--- src/rtl/game_state_ctrl.sv ---
// Screen sequencer: START -> GAME -> PLAYER_1/PLAYER_2 -> START, with a one-cycle
// game reset pulse on each entry into GAME and a minimum end-screen hold in frames.
module game_state_ctrl #(
   parameter int unsigned WIN_POINTS  = 20,
   parameter int unsigned HOLD_FRAMES = 120
) (
   input  logic       clk,
   input  logic       rst,
   input  logic       start,
   input  logic       vsync,
   input  logic [4:0] points_p1,
   input  logic [4:0] points_p2,
   output logic [1:0] screen,
   output logic       game_rst
);

   localparam int unsigned     HoldW   = $clog2(HOLD_FRAMES + 1);
   localparam logic [HoldW-1:0] HoldMax = HoldW'(HOLD_FRAMES);
   localparam logic [4:0]       WinPts  = 5'(WIN_POINTS);

   typedef enum logic [1:0] {
      StStart   = 2'd0,
      StGame    = 2'd1,
      StPlayer1 = 2'd2,
      StPlayer2 = 2'd3
   } state_e;

   state_e           state_q, state_d;
   logic [HoldW-1:0] hold_q, hold_d;
   logic             game_rst_q, game_rst_d;
   logic             start_q, vsync_q;
   logic             start_rise, frame_tick;

   assign start_rise = start & ~start_q;
   assign frame_tick = vsync & ~vsync_q;

   // Edge history resets high so a level already asserted at release is not an edge.
   always_ff @(posedge clk or negedge rst) begin
      if (!rst) begin
         state_q    <= StStart;
         hold_q     <= '0;
         game_rst_q <= 1'b0;
         start_q    <= 1'b1;
         vsync_q    <= 1'b1;
      end else begin
         state_q    <= state_d;
         hold_q     <= hold_d;
         game_rst_q <= game_rst_d;
         start_q    <= start;
         vsync_q    <= vsync;
      end
   end

   always_comb begin
      state_d    = state_q;
      hold_d     = hold_q;
      game_rst_d = 1'b0;
      unique case (state_q)
         StStart: begin
            if (start_rise) begin
               state_d    = StGame;
               game_rst_d = 1'b1;
            end
         end
         StGame: begin
            hold_d = '0;
            if (points_p1 >= WinPts) begin
               state_d = StPlayer1;
            end else if (points_p2 >= WinPts) begin
               state_d = StPlayer2;
            end
         end
         StPlayer1, StPlayer2: begin
            // Compare the pre-edge count so a coincident tick cannot unlock this press.
            if (start_rise && (hold_q == HoldMax)) begin
               state_d = StStart;
               hold_d  = '0;
            end else if (frame_tick && (hold_q != HoldMax)) begin
               hold_d = hold_q + HoldW'(1);
            end
         end
      endcase
   end

   always_comb begin
      screen   = state_q;
      game_rst = game_rst_q;
   end

endmodule

--- config.mk ---
export PLATFORM = sky130hd
export DESIGN_NAME = game_state_ctrl
export DESIGN_NICKNAME = d
export VERILOG_FILES = /design/src/rtl/game_state_ctrl.sv
export SDC_FILE = /design/constraint.sdc
export NUM_CORES = 1
export LEC_CHECK = 0
export CORE_MARGIN = 8
export CORE_UTILIZATION = 46
export CTS_CLUSTER_DIAMETER = 150
export CTS_CLUSTER_SIZE = 28
export DETAILED_ROUTE_END_ITERATION = 6
export PLACE_DENSITY_LB_ADDON = 0.25
export SYNTH_ARGS = -nofsm -noshare
export SYNTH_HDL_FRONTEND = slang
export SYNTH_SLANG_ARGS = --single-unit
--- constraint.sdc ---
create_clock -name clk -period 1.7 [get_ports clk]
set_input_delay 0.17 -clock clk [delete_from_list [all_inputs] [get_ports clk]]
set_output_delay 0.17 -clock clk [all_outputs]
set_load 0.005 [all_outputs]
# Word-level counts from Yosys, hierarchy flattened
# Cells that the tools add are included.
op_classes:
  n_addsub: 1
  magnitude_cmp: 2
  n_eq_ne: 9
  n_mux: 10
  n_bitwise: 4
  reduce_logical: 7
ops:
  columns: ["op", "n"]
  rows:
  - ["$mux W7", 2]
  - ["$pmux W7 S2", 1]
  - ["$ge A5 B5 Y1 const B", 2]
  - ["$mux W2", 4]
  - ["$add A7 B1 Y7 const B", 1]
  - ["$eq A7 B7 Y1 const B", 1]
  - ["$ne A7 B7 Y1 const B", 1]
  - ["$ne A3 B3 Y1 const B", 2]
  - ["$pmux W2 S3", 1]
  - ["$eq A2 B2 Y1 const B", 2]
  - ["$ne A2 B2 Y1 const B", 2]
  - ["$reduce_and A3 Y1", 1]
  - ["$and A1 B1 Y1", 2]
  - ["$eq A2 B1 Y1 const B", 1]
  - ["$logic_and A1 B1 Y1", 2]
  - ["$logic_not A2 Y1", 1]
  - ["$mux W1", 2]
  - ["$not A1 Y1", 2]
  - ["$reduce_and A2 Y1", 1]
  - ["$reduce_bool A2 Y1", 1]
  - ["$reduce_or A2 Y1", 1]
totals:
  register_bits: 12
  output_inout_bits: 3

# Logic depth before layout (Yosys ltp)
# Gate-level depths: netlist (run 1).
depth:
  depth_word: 6
  mapped_depth: 6

# Least setup slack after synthesis (run 1)
# OpenSTA, ideal clock, no wires.
synth_path:
  kind: "register -> register"
  start: "register hold_q[0]"
  end: "register hold_q[5]"
  setup_ns: 0.134
  arrival_time_ns: 1.393
  setup_slack_ns: 0.172
  stages_incl_launch_ff: 7
  path_buffers: 0
  synth_period_minus_slack_ns: 1.528
  cell_sequence: "dfrtp_1 inv_1 ha_1 nand2_1 o41a_4 a41oi_1 a31oi_1"
synth_between:
  elab_chain_len: 4
  word_cells_on_any_way: 10
  cone_classes: "add/sub: 1; eq/ne: 3; mux: 3; reduce/logical: 3"
synth_lines:
  columns: ["element", "line_no", "rtl"]
  rows:
  - ["start: declaration", "29", "logic [HoldW-1:0] hold_q, hold_d;"]
  - ["start signal: assignment", "47", "hold_q <= hold_d;"]
  - ["$add A7 B1 Y7 (tied with other cells)", "79", "hold_d = hold_q + HoldW'(1);"]
  - ["$mux W7 (tied with other cells)", "78", "end else if (frame_tick && (hold_q != HoldMax)) begin"]
  - ["$mux W7 / $ne A3 B3 Y1 (equally long branches)", null, null]
  - ["$pmux W7 S2 / $reduce_and A2 Y1 (equally long branches)", null, null]
# Parallel ways exist; a longest one is shown, timed or not. The select of a mux whose other input is x is not followed.
# A chain may end at the register's enable or synchronous reset.

# Worst setup path in the final report (run 1)
layout_path:
  start: "register state_q[1], in the netlist screen[1]"
  end: "output port screen[1]"
layout_lines:
  columns: ["element", "line_no", "rtl"]
  rows:
  - ["start: declaration", "28", "state_e state_q, state_d;"]
  - ["start signal: assignment", "40", "state_q <= StStart;"]
  - ["start signal: assignment", "46", "state_q <= state_d;"]
  - ["end: declaration", "13", "output logic [1:0] screen,"]
# No word-level cell between the ends.

==> results of run 1 <==
-- metrics by stage --
stage	total power, W	area [µm²]	util (%)	hold slack [ns]	setup TNS [ns]
floorplan	0.000667	667	-	-0.126	0
global placement	0.000797	822	61.6	0.462	0
detailed placement	0.000811	822	61.6	0.472	-0.0610
CTS	0.000982	845	63.3	0.270	0
global route	0.00105	850	63.7	0.319	0
finish	0.000979	850	63.7	0.249	0
-- power by group through the flow --
stage | combinational [W] | clock (W) | sequential, W
3_3_place_gp | 0.000319 | 0 | 0.000478
5_1_grt | 0.000371 | 0.000185 | 0.000495
6_report | 0.000330 | 0.000168 | 0.000480
2_1_floorplan | 0.000227 | 0 | 0.000440
3_5_place_dp | 0.000327 | 0 | 0.000484
4_1_cts | 0.000329 | 0.000174 | 0.000479
-- cells in the mapped netlist, types with 2 or more instances --
master / instances
a31oi_1: 5
nand2_1: 8
nand3_1: 2
dfstp_2: 2
ha_1: 2
nor2_1: 3
o21ai_1: 2
inv_1: 4
a21oi_1: 3
buf_2: 2
o21ai_0: 6
dfrtp_1: 10
a41oi_1: 2
nand2b_1: 3
-- what timing repair did --
action | in CTS | in global routing
hold buffers | 0 | 0
setup endpoints to repair | 0 | 1
resized for setup | 0 | 1
-- how the worst min path moves through the flow --
stage / startpoint / to / slack (ns) / cells after the start
floorplan: rst / game_rst / -0.13 / 0
global placement: hold_q[6] / hold_q[6] / 0.46 / 1
detailed placement: hold_q[6] / hold_q[6] / 0.47 / 1
CTS: rst / hold_q[4] / 0.27 / 1
global route: rst / hold_q[4] / 0.32 / 1
finish: rst / screen[1] / 0.25 / 1
-- layout by cell type, fill, tap and decap left out, types with 2 or more instances in the layout --
master and instances:
buf_4 4, a41oi_1 2, o21ai_1 2, nor2_1 3
nand2b_1 3, clkbuf_4 3, inv_1 4, clkdlybuf4s50_1 12
ha_1 2, a21oi_1 3, dfrtp_1 10, dfstp_2 2
nand3_1 2, a31oi_1 5, nand2_1 8, o21ai_0 6
-- cells by family (layout without fill, tap and decap cells) --
family / Yosys count / after routing / synth area share [%]
AOI/OAI and AO/OA: 25 / 25 / 27.6
adders and majority gates: 2 / 2 / 3.75
buffers and inverters: 7 / 23 / 4.31
DFF: 12 / 12 / 45.4
and+or+nand+nor: 23 / 23 / 19.0
-- worst register-to-register path, cell delays in order (launching register included) --
cell     delay, ns
dfrtp_1       0.41
inv_1         0.07
ha_1          0.13
nand2_1       0.11
o41a_4        0.49
a41oi_1       0.22
a31oi_1       0.06
-- state kept, by name (all words and copies together) (netlist names) --
| name | flops |
|---|---|
| game_rst | 1 |
| hold_q | 7 |
| screen | 2 |
| start_q | 1 |
| vsync_q | 1 |
-- cell type report --
class,count,area [µm²],share of cell area [%]
Multi-Input combinational cell,50,340,40.1
Timing Repair Buffer,16,150,17.7
Inverter,4,15.0,1.77
Tap cell,15,18.8,2.21
Clock buffer,3,22.5,2.65
Sequential cell,12,303,35.6
-- routing by layer --
layer	global-route usage (%)	part of all wire [%]
met2	18.0	49
met3	2.75	3.3
met5	0	0
met4	6.15	0.88
met1	14.1	47
==> impl_metrics.csv, run 1 <==
group,metric,value,unit
status,outcome,"completed",
power_and_ir_drop,swShare,36.1,%
synthesis,synth.area.top_cells,"dfrtp_1, dfstp_2, a31oi_1",
clocking,post_cts_buffers,0,
drt,postRouteAntennaNets,0,
timing,tightest_slew,0.523,ns
timing,rsz0062_at_grt,"no",
floorplanning,core_area,1330,µm²
power_and_ir_drop,p_int,0.000625,W
power_and_ir_drop,vdd_drop_max,707,µV
synthesis,seq_area_frac_synth,45.4,%
hold_path,holdCritPathClass,"input port to async pin",
power_and_ir_drop,p_comb_share,33.7,%
power_and_ir_drop,switching_power,0.000353,W
clocking,cts_root_buffer,"clkbuf_4",
worst_setup_path,crit_path_start,"screen[1]",
drt,drcViolationCount,0,
drt,wire_per_inst,14.8,µm
worst_setup_path,cp-start-kind,"register",
floorplanning,die_h,54.1,µm
timing,period_minus_slack,1.60,ns
worst_setup_path,required,1.53,ns
placement,port_buffers,12,
synthesis,ys_ff_latch,12,
floorplanning,rows,13,
cells_and_area,fillCellCount,105,
flow_run,cap_violations,0,
worst_setup_path,r2r_cells,6,
timing,finalSetupViolations,0,
placement,post-place-ws,-0.0487,ns
power_and_ir_drop,power_density,1150,nW/µm²
synthesis,ys_warn_count,0,
timing,hold_violations,0,
cells_and_area,fin_nets,103,
synthesis,syn_area,667,µm²
drt,drt-pass1-iter-count,4,
timing,clock_skew,0.00135,ns
placement,place_congestion,0.767,
synthesis,synthesis.nets,85,
clocking,cts_max_level,1,
timing,slew_headroom,65.0,%
cells_and_area,stdcell_count,100,
drt,drt-initial-drc-count,4,
worst_setup_path,crit_path_max_fanout,12,
worst_setup_path,slowest_delay,0.59,ns
synthesis,synth_top_area_share,37.5,%
timing,post-route-period-util,94.3,%
worst_setup_path,cp_slowest_cell,"dfrtp_1",
worst_setup_path,endpoint,"screen[1]",
floorplanning,die_w,54.1,µm
clocking,cts_sinks,12,
worst_setup_path,arrival,1.43,ns
grt,grt_pass1_wl,2.42,mm
worst_setup_path,rr_startpoint,"hold_q[1]",
timing,fin_ws,0.0974,ns
grt,grt_use_total,11.4,%
drt,vias,562,
worst_setup_path,r2r-end,"hold_q[5]",
clocking,tritoncts,"yes",
synthesis,async_flop_share,100,%
drt,viasPerCell,5.62,
drt,routed_wl,1.48,mm
floorplanning,initial_core_util,50.0,%
worst_setup_path,crit_type,"register to output pin",
worst_setup_path,crit_family,"flip-flops",
synthesis,yosysUniqueCellTypes,29,
synthesis,synth-main-ff-cell,"dfrtp_1",
grt,grt_max_degree,13,
cells_and_area,drive_gt1_share,17.6,%
clocking,clk_latency,0.26,ns
timing,drv_slew,0,
synthesis,synth-edff-count,0,
floorplanning,die_area,2920,µm²
grt,antenna_found_initial,0,
cells_and_area,num_antenna_cells,0,
power_and_ir_drop,p_clk_share,17.2,%
placement,hpwl,1.13,mm
power_and_ir_drop,seqPwrFrac,49.1,%
worst_setup_path,crit_buf_inv,1,
placement,place_inst,97,
synthesis,avgSynthCellArea,9.67,µm²
worst_setup_path,rrSetupSlack,0.1,ns
power_and_ir_drop,leakagePower,0.351,nW
worst_setup_path,cp-end-kind,"output pin",
timing,fmax,624,MHz
clocking,cts_buffer_depth,2,
synthesis,yosys.area.top_type,"dfrtp_1",
clocking,numCtsBuffers,3,
worst_setup_path,worstPathCellList,"clkdlybuf4s50_1",
worst_setup_path,critical_path_depth,1,
cells_and_area,area_growth,27.4,%
grt,grt_overflow,0,
floorplanning,io_pins,17,
clocking,clk_pin_slew_worst_paths,0.07,ns
synthesis,syn_inst,69,
grt,grt_pass1_vias,545,
Note: power is estimated with default switching activity, not from simulation.
==> run 2: changes to the inputs <==
--- a/config.mk
+++ b/config.mk
@@ -11,6 +11,7 @@
 export CTS_CLUSTER_SIZE = 28
 export DETAILED_ROUTE_END_ITERATION = 6
 export PLACE_DENSITY_LB_ADDON = 0.25
+export SKIP_LAST_GASP = 1
 export SYNTH_ARGS = -nofsm -noshare
 export SYNTH_HDL_FRONTEND = slang
 export SYNTH_SLANG_ARGS = --single-unit
==> constraint.sdc (replaced) <==
create_clock -name clk -period 1.7 [get_ports clk]
set_input_delay 0.34 -clock clk [delete_from_list [all_inputs] [get_ports clk]]
set_output_delay 0.34 -clock clk [all_outputs]
set_load 0.005 [all_outputs]
==> run 2 against run 1 <==
Net effect: clock skew up 0.0095 ns; clock power up 4%; combinational power is 13% higher; sequential power shrank 4.6%; non-clock buffer count grew 3; register-to-register slack is essentially flat; cell count rose by 3.0%; via count is 1.2% higher; highest routed layer unchanged; sequential cell count is the same; power increased by 2.6%; critical endpoint is now hold_q[5]; largest power group unchanged; worst setup slack lost 0.024 ns; worst hold slack gained 0.17 ns.
==> impl_metrics.csv, run 2 (synthesis results as in run 1) <==
group,metric,value,unit
clocking,clk_pin_slew_worst_paths,0.08,ns
floorplanning,core_area,1330,µm²
timing,fmax,615,MHz
cells_and_area,final_core_util,65.1,%
floorplanning,initial_core_util,50.0,%
worst_setup_path,crit_type,"input port to register",
grt,grt_max_degree,13,
grt,grt_use_total,10.5,%
status,outcome,"completed",
floorplanning,die_h,54.1,µm
power_and_ir_drop,power_density,1160,nW/µm²
clocking,numCtsBuffers,3,
timing,period_minus_slack,1.63,ns
power_and_ir_drop,leakagePower,0.365,nW
cells_and_area,multi_input_area,335,µm²
worst_setup_path,cp-end-kind,"register",
drt,postRouteAntennaNets,0,
timing,clock_skew,0.0108,ns
grt,grt_pass1_vias,540,
clocking,cts_max_level,1,
cells_and_area,final_common_cell,"clkdlybuf4s50_1",
cells_and_area,fillCellCount,106,
cells_and_area,largest_reg_flops,7,
floorplanning,io_pins,17,
worst_setup_path,crit_path_max_fanout,6,
timing,rsz0062_at_grt,"no",
drt,drcViolationCount,0,
cells_and_area,final_area,868,µm²
cells_and_area,regMostFlops,"hold_q",
placement,placed_area,845,µm²
cells_and_area,drive_gt1_share,20.5,%
placement,hpwl,1.12,mm
worst_setup_path,arrival,1.76,ns
drt,drt-initial-drc-count,21,
flow_run,cap_violations,0,
clocking,tritoncts,"yes",
worst_setup_path,cp-start-kind,"input port",
clocking,cts_sinks,12,
cells_and_area,num_antenna_cells,0,
clocking,cts_root_buffer,"clkbuf_4",
clocking,holdBufCountCts,0,
clocking,post_cts_buffers,0,
timing,tightest_slew,0.541,ns
power_and_ir_drop,vdd_drop_max,678,µV
clocking,clk_latency,0.27,ns
cells_and_area,fin_nets,106,
cells_and_area,area_growth,30.2,%
grt,antenna_found_initial,0,
timing,slew_headroom,63.8,%
timing,drv_slew,0,
worst_setup_path,required,1.84,ns
grt,grt_pass1_wl,2.32,mm
drt,vias,569,
clocking,cts_buffer_depth,2,
drt,drt-pass1-iter-count,4,
timing,post-route-period-util,95.7,%
floorplanning,die_w,54.1,µm
placement,port_buffers,12,
hold_path,holdCritPathClass,"input port to async pin",
drt,wire_per_inst,13.7,µm
timing,finalSetupViolations,0,
cells_and_area,seqCellArea,304,µm²
drt,viasPerCell,5.52,
grt,grt_overflow,0,
timing,hold_violations,0,
placement,place_congestion,0.803,
floorplanning,rows,13,
cells_and_area,final_cell_mix,"clkdlybuf4s50_1, dfrtp_1, nand2_1",
worst_setup_path,r2r_cells,6,
drt,routed_wl,1.41,mm
floorplanning,die_area,2920,µm²
run 2: cell types whose count changed in the layout (fill, tap and decap cells not counted):
| cell | change |
|---|---|
| buf_4 | +3 |
| nor3_1 | +1 |
| dfrtp_1 | -1 |
| nor3_2 | -1 |
| dfrtp_2 | +1 |
run 2: worst paths after layout:
kind / startpoint / to / slack (ns)
setup / recovery: start / hold_q[5] / 0.07
hold / removal: rst / game_rst / 0.42
setup reg to reg: hold_q[1] / hold_q[5] / 0.11
hold reg to reg: hold_q[6] / hold_q[6] / 0.48
max in group asynchronous: rst / screen[1] / 0.89
min in group clk: hold_q[6] / hold_q[6] / 0.48
run 2: area by class of cell:
class                           count  share of cell area [%]
Inverter                            4                    1.73
Sequential cell                    12                    35.0
Multi-Input combinational cell     50                    38.6
Clock buffer                        3                    2.59
Tap cell                           15                    2.16
Timing Repair Buffer               19                    19.9
run 2: layer usage:
metal  vias up  global-route usage, %  part of all wire, %
met2         3                   17.4                   47
met4         0                   2.46                 0.43
met1       269                   13.0                   49
met5         -                      0                    0
met3         2                   3.58                  3.1
li1        295                      -                    -
run 2: per-stage QoR:
stage | instances | TNS, ns | hold WS [ns] | total power [W] | worst slack (ns)
after floorplan | 69 | 0 | 0.0444 | 0.000667 | 0.172
after global placement | 100 | -0.586 | 0.459 | 0.000821 | -0.157
after detailed placement | 100 | -0.827 | 0.475 | 0.000840 | -0.203
after CTS | 103 | 0 | 0.446 | 0.00101 | 0.0240
after global routing | 103 | 0 | 0.468 | 0.00108 | 0.0115
final | 103 | 0 | 0.421 | 0.00100 | 0.0730
run 2: repair_timing:
| action | CTS | global route |
|---|---|---|
| hold endpoints to repair | 0 | 0 |
| endpoints found under the setup margin | 0 | 1 |
| resized for setup | 0 | 1 |
run 2: power breakdown:
part	leakage (nW)	internal [W]	switching (W)
Sequential	0.148	0.000364	0.0000932
Combinational	0.203	0.000202	0.000171
Clock	0.0138	0.0000816	0.0000921
run 2: worst max-delay path, stage by stage:
cell             delay [ns]
clkdlybuf4s50_1        0.49
nand2b_1               0.14
o41a_4                 0.53
a41oi_1                0.22
a31oi_1                0.06
